### src/rtl/backend_cmd_pkg.sv
// Shared command codes and frame geometry for the backend serial command lanes.
// Latency: n/a. Backpressure: n/a. BACKEND_CMD_PARITY_EN adds a trailing even-parity bit.
package backend_cmd_pkg;

   localparam logic [3:0] CMD_IDLE = 4'b1010;
   localparam logic [3:0] CMD_RST  = 4'b1100;

   function automatic int frame_len(input int code_bits);
`ifdef BACKEND_CMD_PARITY_EN
      return code_bits + 1;
`else
      return code_bits;
`endif
   endfunction

endpackage

### src/rtl/backend_cmd_ser.sv
// One serial lane: parallel load on the frame boundary, then shift out MSB first.
// Latency: loaded MSB appears on ser the cycle after load. Backpressure: none, free-running.
module backend_cmd_ser #(
   parameter int          W       = 4,
   parameter logic [W-1:0] RST_DAT = '0
) (
   input  logic         clk_100,
   input  logic         rst_n,
   input  logic         load,
   input  logic [W-1:0] load_dat,
   output logic         ser
);

   logic [W-1:0] sr;

   always_ff @(posedge clk_100 or negedge rst_n) begin
      if (!rst_n) begin
         sr <= RST_DAT;
      end else if (load) begin
         sr <= load_dat;
      end else begin
         sr <= {sr[W-2:0], 1'b0};
      end
   end

   assign ser = sr[W-1];

endmodule

### src/rtl/backend_cmd_tx.sv
// Drives NBACKEND serial command lanes with gap-free MSB-first frames; unaddressed lanes carry IDLE_CODE.
// Latency: a command's first bit reaches m_ser within FRAME_LEN+1 cycles of acceptance; m_ser is flop-driven.
// Backpressure: one-deep holding register, cmd_ready low while occupied. Parity option: BACKEND_CMD_PARITY_EN.
module backend_cmd_tx
   import backend_cmd_pkg::*;
#(
   parameter int                   NBACKEND  = 4,
   parameter int                   CODE_BITS = 4,
   parameter logic [CODE_BITS-1:0] IDLE_CODE = CODE_BITS'(CMD_IDLE)
) (
   input  logic                 clk_100,
   input  logic                 rst_n,
   input  logic                 cmd_valid,
   output logic                 cmd_ready,
   input  logic [CODE_BITS-1:0] cmd_code,
   input  logic [NBACKEND-1:0]  cmd_mask,
   output logic                 cmd_done,
   output logic                 frame_start,
   output logic [NBACKEND-1:0]  m_ser
);

   localparam int FRAME_LEN = frame_len(CODE_BITS);
   localparam int CW        = $clog2(FRAME_LEN);

   typedef struct packed {
      logic [CODE_BITS-1:0] code;
      logic [NBACKEND-1:0]  mask;
   } cmd_t;

   function automatic logic [FRAME_LEN-1:0] mk_frame(input logic [CODE_BITS-1:0] c);
`ifdef BACKEND_CMD_PARITY_EN
      return {c, ^c};
`else
      return c;
`endif
   endfunction

   localparam logic [FRAME_LEN-1:0] IDLE_FRAME = mk_frame(IDLE_CODE);

   logic [CW-1:0]        cnt;
   logic                 boundary;
   logic                 pend_vld;
   cmd_t                 pend_dat;
   logic                 frm_is_cmd;
   logic [FRAME_LEN-1:0] cmd_frame;

   assign boundary  = (cnt == CW'(FRAME_LEN - 1));
   assign cmd_frame = mk_frame(pend_dat.code);

   always_ff @(posedge clk_100 or negedge rst_n) begin
      if (!rst_n) begin
         cnt        <= '0;
         pend_vld   <= 1'b0;
         pend_dat   <= '0;
         frm_is_cmd <= 1'b0;
      end else begin
         cnt <= boundary ? '0 : cnt + 1'b1;
         if (boundary) begin
            frm_is_cmd <= pend_vld;
         end
         // Clearing and accepting are exclusive because cmd_ready is ~pend_vld.
         if (boundary && pend_vld) begin
            pend_vld <= 1'b0;
         end else if (cmd_valid && cmd_ready) begin
            pend_vld      <= 1'b1;
            pend_dat.code <= cmd_code;
            pend_dat.mask <= cmd_mask;
         end
      end
   end

   // rst_n gating keeps these low throughout reset while the counter sits at 0.
   assign cmd_ready   = rst_n & ~pend_vld;
   assign frame_start = rst_n & (cnt == '0);
   assign cmd_done    = boundary & frm_is_cmd;

   for (genvar i = 0; i < NBACKEND; i++) begin : g_lane
      logic [FRAME_LEN-1:0] load_dat;

      assign load_dat = (pend_vld && pend_dat.mask[i]) ? cmd_frame : IDLE_FRAME;

      backend_cmd_ser #(
         .W       (FRAME_LEN),
         .RST_DAT (IDLE_FRAME)
      ) u_ser (
         .clk_100  (clk_100),
         .rst_n    (rst_n),
         .load     (boundary),
         .load_dat (load_dat),
         .ser      (m_ser[i])
      );
   end

endmodule

### config.mk
export PLATFORM = sky130hd
export DESIGN_NAME = backend_cmd_tx
export DESIGN_NICKNAME = d
export VERILOG_FILES = /design/src/rtl/backend_cmd_pkg.sv /design/src/rtl/backend_cmd_ser.sv /design/src/rtl/backend_cmd_tx.sv
export SDC_FILE = /design/constraint.sdc
export NUM_CORES = 1
export LEC_CHECK = 0
export CORE_UTILIZATION = 45
export CTS_CLUSTER_DIAMETER = 120
export DETAILED_ROUTE_END_ITERATION = 6
export PLACE_DENSITY_LB_ADDON = 0.12
export SETUP_SLACK_MARGIN = 0.02
export SYNTH_ARGS = -nofsm -noshare
export SYNTH_HDL_FRONTEND = slang
export SYNTH_SLANG_ARGS = --single-unit
### constraint.sdc
create_clock -name clk_100 -period 1.74 [get_ports clk_100]
set_input_delay 0.348 -clock clk_100 [delete_from_list [all_inputs] [get_ports clk_100]]
set_output_delay 0.348 -clock clk_100 [all_outputs]
set_load 0.02 [all_outputs]
# Word-level counts from Yosys, hierarchy flattened
# Cells that the tools add are included.
[word_totals]
regBits = 28
input_bits = 11
out_inout_bits = 7
wordCells = 36
[op_classes]
n_addsub = 1
eq_ne = 1
mux = 11
bitwise_logic = 5
reduce_logical = 9
[ops]
columns = ["op", "count"]
rows = [
  ["2-to-1 mux 4 bit", 8],
  ["logical AND 1 bit", 6],
  ["AND 1 bit", 3],
  ["adder 2 x 1 -> 2 bit, second input constant", 1],
  ["== test 2 bit, second input constant", 1],
  ["zero test 2 bit", 1],
  ["2-to-1 mux 1 bit", 2],
  ["2-to-1 mux 2 bit", 1],
  ["inverter 1 bit", 2],
  ["AND reduction 2 bit", 1],
  ["nonzero test 2 bit", 1],
]

# Logic depth before layout (Yosys ltp)
# Gate-level depths: netlist of the first run.
[depth]
depth_word = 5
depth_mapped = 4
depth_no_buf = 3

# Cells and area by module
# A second synthesis of the first run with hierarchy kept.
[unflattened]
cells_unflattened = 84
hier_area_um2 = 1178.6
[modules_own_cells]
columns = ["mod", "instances", "cells_per_inst", "area_each_um2"]
rows = [
  ["backend_cmd_tx", 1, 52, 603.1],
  ["backend_cmd_ser", 4, 8, 143.9],
]

# Least setup slack after synthesis of the first run
# No wires, ideal clock.
[synth_path]
path_kind = "register to output"
from = "reg cnt[0]"
to = "out cmd_done"
t_arrival_ps = 969
slack_ps = 423
stages_incl_launch_ff = 4
path_buffers = 1
path_cell_list = "dfrtp_1 > ha_1 > buf_2 > and2_1"
[synth_between]
elab_chain_cells = 2
[synth_rtl]
columns = ["item", "line", "source"]
rows = [
  ["start: declaration", "backend_cmd_tx.sv:40", "logic [CW-1:0] cnt;"],
  ["start signal: assignment", "backend_cmd_tx.sv:57", "cnt <= boundary ? '0 : cnt + 1'b1;"],
  ["== test 2 bit", "backend_cmd_tx.sv:47", "assign boundary = (cnt == CW'(FRAME_LEN - 1));"],
  ["AND 1 bit", "backend_cmd_tx.sv:75", "assign cmd_done = boundary & frm_is_cmd;"],
  ["end: declaration", "backend_cmd_tx.sv:17", "output logic cmd_done,"],
]
# Every way passes these cells.

# Final worst setup path of the first run
[layout_path]
from = "reg cnt[0]"
to = "out frame_start"
[layout_between]
elab_chain_cells = 2
[layout_rtl]
columns = ["item", "line", "source"]
rows = [
  ["zero test 2 bit", "backend_cmd_tx.sv:74", "assign frame_start = rst_n & (cnt == '0);"],
  ["AND 1 bit", "backend_cmd_tx.sv:74", ""],
  ["end: declaration", "backend_cmd_tx.sv:18", "output logic frame_start,"],
]
# Every way passes these cells.

==> results of run 1 <==
[logic make-up (layout without fill, tap and decap cells)]
group,Yosys count,in the layout,share of synthesized area (%)
mux,9,9,8.85
flops,28,28,62.1
fa+ha+maj,3,3,3.28
compound gates,13,13,8.63
simple gates,19,19,10.3
buf+inv,16,35,6.88
[path summary, 6_finish.rpt]
| check | startpoint | endpoint | slack (ns) | depth (start not counted) |
|---|---|---|---|---|
| setup reg to reg | cnt[0]$_DFF_PN0_ | frm_is_cmd$_DFFE_PN0N_ | 0.45 | 3 |
| hold / removal | rst_n | pend_dat[2]$_DFFE_PN0P_ | 0.40 | 2 |
| setup / recovery | cnt[0]$_DFF_PN0_ | frame_start | 0.12 | 4 |
| hold reg to reg | g_lane[3].u_ser.sr[0]$_DFF_PN0_ | g_lane[3].u_ser.sr[1]$_DFF_PN1_ | 0.49 | 1 |
| min in group clk_100 | g_lane[3].u_ser.sr[0]$_DFF_PN0_ | g_lane[3].u_ser.sr[1]$_DFF_PN1_ | 0.49 | 1 |
| max in group asynchronous | rst_n | g_lane[0].u_ser.sr[1]$_DFF_PN1_ | 1.06 | 2 |
[power by group through the flow]
stage / sequential [mW] / clock [mW] / combinational [mW]
after floorplan: 0.803 / 0 / 0.141
after global placement: 0.814 / 0 / 0.202
after detailed placement: 0.820 / 0 / 0.208
after CTS: 0.806 / 0.425 / 0.196
after global routing: 0.814 / 0.456 / 0.212
final: 0.803 / 0.419 / 0.191
[area by class of cell]
class,count,area [um2],area share [%]
clock buffers,3,22.5,1.64
multi-input cells,44,355,25.8
repair buffers,22,188,13.6
flip-flops and latches,28,711,51.7
well taps,28,35.0,2.55
clock inverters,1,30.0,2.18
inverters,9,33.8,2.46
[sequential cells by signal (all words and copies together) (netlist names)]
signal / flops
cmd_frame: 4
cnt: 2
frm_is_cmd: 1
g_lane.u_ser.sr: 16
pend_dat: 4
pend_vld: 1
[metal layers]
metal	share of wire (%)	up-vias	GRT usage (%)	wire length, um
li1	-	333	-	-
met1	46	329	16.6	755
met2	48	15	21.7	783
met3	4.6	2	2.61	75
met4	0.86	0	7.89	14
met5	0	-	0	0
[placed cells by master (no fill, tap or decap), types with 4 or more instances in the layout]
cell             Yosys  routed
clkdlybuf4s50_1      0      10
buf_4                4       5
mux2_2               9       9
nand2_1              4       4
inv_1                9       9
dfstp_2              8       8
and2_1               5       5
o22a_1               6       6
dlygate4sd2_1        0       4
dfrtp_1             20      20
[worst max-delay path, stage by stage (launching register included)]
cell	delay, ns
dfrtp_1	0.42
inv_1	0.06
ha_1	0.18
and2_1	0.14
buf_2	0.15
[per-stage QoR]
stage / hold WS [ns] / setup WS [ns] / instance area [um2] / TNS, ns
after global routing: 0.426 / 0.0644 / 1380 / 0
final: 0.402 / 0.117 / 1380 / 0
after CTS: 0.411 / 0.0258 / 1390 / 0
after detailed placement: 0.461 / -0.239 / 1340 / -0.876
after floorplan: 0.0524 / 0.423 / 1140 / 0
after global placement: 0.454 / -0.232 / 1340 / -0.796
[timing repair]
action | CTS | global route
resized for setup | 12 | 3
gates cloned | 0 | 0
endpoints found under the setup margin | 7 | 2
buffers inserted | 1 | 0
==> summary.txt, run 1 <==
CP arrival -> 1.27 ns
Pins Over Slew Limit -> 0
# IOs -> 18
RSZ-0062 raised after global routing -> false
Clock sink total -> 28
H-Tree Depth -> 1
Via count -> 679
Clock Skews -> 0.00277 ns
Die width -> 52.4 um
Area growth, synth to finish -> 20.1%
Seq pwr share -> 56.8%
Area contributors post-synth -> dfrtp_1, dfstp_2, mux2_2, o22a_1, ha_1
FP Rows -> 17
Max_cap viols -> 0
Layout cells sized above 1 -> 28.0%
Post-route minimum period -> 1.62 ns
First-pass GRT wire length -> 2.60 mm
Worst VDD drop -> 567 uV
Post-DRT Antenna Nets -> 0
Hold buffer count at CTS -> 0
Post-synth top area share -> 43.7%
GPL Wtd Cong -> 0.642
Clock root cell -> clkbuf_4
Via/cell ratio -> 5.03
Worst Setup End Kind -> output port
Leak -> 0.623 nW
Internal -> 1.10 mW
Post-Synthesis Mean Instance Area -> 13.0 um2
Post-layout util -> 59.9%
Remaining global-route overflow -> 0
Switching power of the nets -> 316 uW
Gate Count Post-Synth -> 88
Status -> completed
WP data required -> 1.39 ns
Worst Setup Start Kind -> register
Final wirelength -> 1.63 mm
Worst min path class -> in2async
DR WL/cell -> 12.1 um
Placed Instances -> 130
Total Power -> 1.41 mW
Worst relative slew slack -> 85.8%
Area of the die -> 0.00275 mm2
Synth top cells by count -> dfrtp_1, inv_1, mux2_2
Nets@finish -> 122
CTS Buf Count -> 3
Syn. warnings -> 0
Synth unique cells -> 20
Ys flop type -> dfrtp_1
Final hold viol count -> 0
Initial antenna violation count -> 0
Longest Clk Path Bufs -> 2
Drt first pass iters -> 4
Clock network power share -> 29.6%
Clock-pin slew on the worst setup and hold paths -> 0.15 ns
Tcrit/Tclk final -> 93.3%
Worst-Margin Slew -> 0.213 ns
Vias in the first global route -> 601
I/O Buffers -> 17
Initial Util -> 49.8%
Number of flops mapped to enable cells by yosys -> 0
Critical path type -> reg2out
CP Max Fanout -> 4
Synth area leader -> dfrtp_1
Max Fclk -> 616 MHz
CTS tree -> yes
Synth async-reset ratio -> 100%
#FFs+latches synth -> 28
Core footprint -> 0.00230 mm2
Final std cells w/o fill -> 135
Gr usage total -> 13.5%
Comb pwr share -> 13.5%
# setup viols final -> 0
DRC Markers -> 0
Clk_lat worst skew -> 0.32 ns
Synthesized Nets -> 102
Die height -> 52.4 um
Sequential share of the synthesized area -> 62.1%
Synthesized area -> 0.00114 mm2
Most common cell in the netlist -> dfrtp_1
PwrDens -> 1030 mW/mm2
Sw frac -> 22.4%
Fillers -> 194
Drt initial violations -> 2
Largest net degree at the start of global routing -> 21
DP HPWL -> 1.19 mm
N_diodes -> 0
No activity file was read; power rests on OpenSTA's default activity.
==> run 2, diff against run 1 <==
--- a/config.mk
+++ b/config.mk
@@ -5,9 +5,11 @@
 export SDC_FILE = /design/constraint.sdc
 export NUM_CORES = 1
 export LEC_CHECK = 0
+export CORE_MARGIN = 4
 export CORE_UTILIZATION = 45
 export CTS_CLUSTER_DIAMETER = 120
 export DETAILED_ROUTE_END_ITERATION = 6
+export HOLD_SLACK_MARGIN = 0.1
 export PLACE_DENSITY_LB_ADDON = 0.12
 export SETUP_SLACK_MARGIN = 0.02
 export SYNTH_ARGS = -nofsm -noshare
==> summary.txt, run 2 (synthesis results as in run 1) <==
Worst min path class -> in2async
Fillers -> 231 (+19%)
Nets@finish -> 121 (-0.82%)
Area growth, synth to finish -> 18.7%
WP depth -> 3 (-1)
Worst Setup End Kind -> output port
Cell family with most CP delay -> buffers and inverters
WP data required -> 1.39 ns (about the same)
Longest Clk Path Bufs -> 2 (unchanged)
M1 WL -> 832 um (+10%)
I/O Buffers -> 17 (unchanged)
Via count -> 679 (unchanged)
RR Endpoint -> frm_is_cmd$_DFFE_PN0N_
Largest net degree at the start of global routing -> 30 (+43%)
CP cell instances -> clkdlybuf4s50_1 > nor2b_1 > clkdlybuf4s15_1
Max_cap viols -> 0 (unchanged)
Crit path to -> cmd_ready
Largest Register -> g_lane.u_ser.sr
Placed Area -> 0.00133 mm2 (-0.37%)
Count of buffer and inverter cells on the critical path -> 2 (unchanged)
CP arrival -> 1.29 ns (+0.02 ns)
Seq. cell area -> 711 um2 (unchanged)
DP HPWL -> 1.27 mm (+7.2%)
TNS Setup -> 0 ns (unchanged)
Max Fclk -> 611 MHz (-0.86%)
Worst VDD drop -> 721 uV (+27%)
CTS tree -> yes
Clock-pin slew on the worst setup and hold paths -> 0.15 ns (about the same)
RSZ-0062 raised after global routing -> false
Clk_lat worst skew -> 0.32 ns (about the same)
Die height -> 58.4 um (+11%)
# IOs -> 18 (unchanged)
N_diodes -> 0 (unchanged)
Worst R2R Start -> cnt[1]$_DFF_PN0_
Tcrit/Tclk final -> 94.1% (+0.81 points)
GPL Wtd Cong -> 0.654 (+1.9%)
R2R Setup Slk -> 0.49 ns (+0.04 ns)
Layout cells sized above 1 -> 26.4% (-1.6 points)
Drt first pass iters -> 4 (unchanged)
Core footprint -> 0.00245 mm2 (+6.9%)
Drt initial violations -> 10 (+8)
PwrDens -> 967 mW/mm2 (-5.9%)
Vias in the first global route -> 681 (+13%)
Setup ws final -> 0.103 ns (-0.0141 ns)
DR WL/cell -> 13.4 um (+11%)
Worst-Margin Slew -> 0.376 ns (+0.163 ns)
Post-route minimum period -> 1.64 ns (+0.0141 ns)
Critical path's slowest cell -> clkdlybuf4s50_1
Commonest non-fill, non-tap cell in the layout -> dfrtp_1
Initial Util -> 46.6% (-3.2 points)
Wire length on met3 -> 119 um (+59%)
Max reg flops -> 16 (unchanged)
Clock sink total -> 28 (unchanged)
CP Launch Point -> rst_n
Initial antenna violation count -> 0 (unchanged)
Pins Over Slew Limit -> 0 (unchanged)
Area of the die -> 0.00342 mm2 (+24%)
Worst Setup Start Kind -> primary input
Final wirelength -> 1.82 mm (+12%)
Area occupied by multi-input gates -> 355 um2 (unchanged)
Worst relative slew slack -> 74.9% (-11 points)
Critical path type -> in2out
CP Max Fanout -> 3 (-1)
Design area -> 0.00136 mm2 (-1.2%)
Hold buffer count at CTS -> 0 (unchanged)
Die width -> 58.4 um (+11%)
Total Power -> 1.31 mW (-7.0%)
Status -> completed
First-pass GRT wire length -> 3.26 mm (+25%)
Top Layer Used -> met4
Gr usage total -> 12.7% (-0.73 points)
Clock Skews -> 0.00559 ns (+0.00283 ns)
# setup viols final -> 0 (unchanged)
DRC Markers -> 0 (unchanged)
CTS Buf Count -> 3 (unchanged)
H-Tree Depth -> 1 (unchanged)
Remaining global-route overflow -> 0 (unchanged)
Final hold viol count -> 0 (unchanged)
Placement Setup Slack -> -0.214 ns (+0.0249 ns)
Leak -> 0.611 nW (-1.8%)
FF-to-FF path depth -> 3 (unchanged)
FP Rows -> 18 (+1)
Post-DRT Antenna Nets -> 0 (unchanged)
Via/cell ratio -> 4.99 (-0.74%)
Wire length on met2 -> 843 um (+7.7%)
Worst path max stage delay -> 0.50 ns (+0.08 ns)
Clock root cell -> clkbuf_4
Most frequent cells in the layout -> dfrtp_1, clkdlybuf4s50_1, inv_1, mux2_2, dfstp_2
## run 2: cell count changes in the layout (fill, tap and decap cells not counted)
cell	before	now
buf_4	5	4
bufinv_16	1	0
clkbuf_2	1	0
clkbuf_8	0	1
clkdlybuf4s15_1	0	1
## run 2: how the worst min path moves through the flow
stage / startpoint / to / cells past startpoint / slack (ns)
2_1_floorplan: rst_n / cmd_frame[0]$_DFFE_PN0P_ / 0 / 0.05
6_report: rst_n / g_lane[2].u_ser.sr[2]$_DFF_PN0_ / 2 / 0.46
4_1_cts: rst_n / pend_vld$_DFFE_PN0P_ / 2 / 0.48
3_5_place_dp: g_lane[0].u_ser.sr[0]$_DFF_PN0_ / g_lane[0].u_ser.sr[1]$_DFF_PN1_ / 1 / 0.46
3_3_place_gp: g_lane[3].u_ser.sr[0]$_DFF_PN0_ / g_lane[3].u_ser.sr[1]$_DFF_PN1_ / 1 / 0.45
5_1_grt: rst_n / cmd_frame[2]$_DFFE_PN0P_ / 2 / 0.48
## run 2: stage by stage
stage / cells / util (%) / hold slack (ns)
2_1_floorplan: 88 / - / 0.0524
3_3_place_gp: 131 / 54.2 / 0.453
3_5_place_dp: 131 / 54.2 / 0.463
4_1_cts: 136 / 55.8 / 0.483
5_1_grt: 136 / 55.4 / 0.482
6_report: 136 / 55.4 / 0.461
## run 2: what timing repair did
item,CTS,global route
setup endpoints to repair,7,3
resized for setup,11,3
buffers inserted,1,0
gates cloned,0,0
hold endpoints to repair,0,0
## run 2: cell type report
class,count,area share [%]
flip-flops and latches,28,52.3
clock buffers,4,2.67
multi-input cells,44,26.2
repair buffers,21,13.6
well taps,30,2.76
inverters,9,2.49
## run 2: power breakdown
| group | switching, mW | internal [mW] | total, mW | leakage (nW) |
|---|---|---|---|---|
| clock | 0.187 | 0.128 | 0.315 | 0.0210 |
| combinational | 0.0883 | 0.105 | 0.194 | 0.269 |
| sequential | 0.0461 | 0.759 | 0.805 | 0.321 |
| total | 0.322 | 0.992 | 1.31 | 0.611 |
## run 2: per-layer routing
layer | up-vias | track usage, %
met5 | - | 0
met4 | 0 | 3.97
met3 | 4 | 3.73
met2 | 21 | 20.3
met1 | 323 | 16.8
li1 | 331 | -
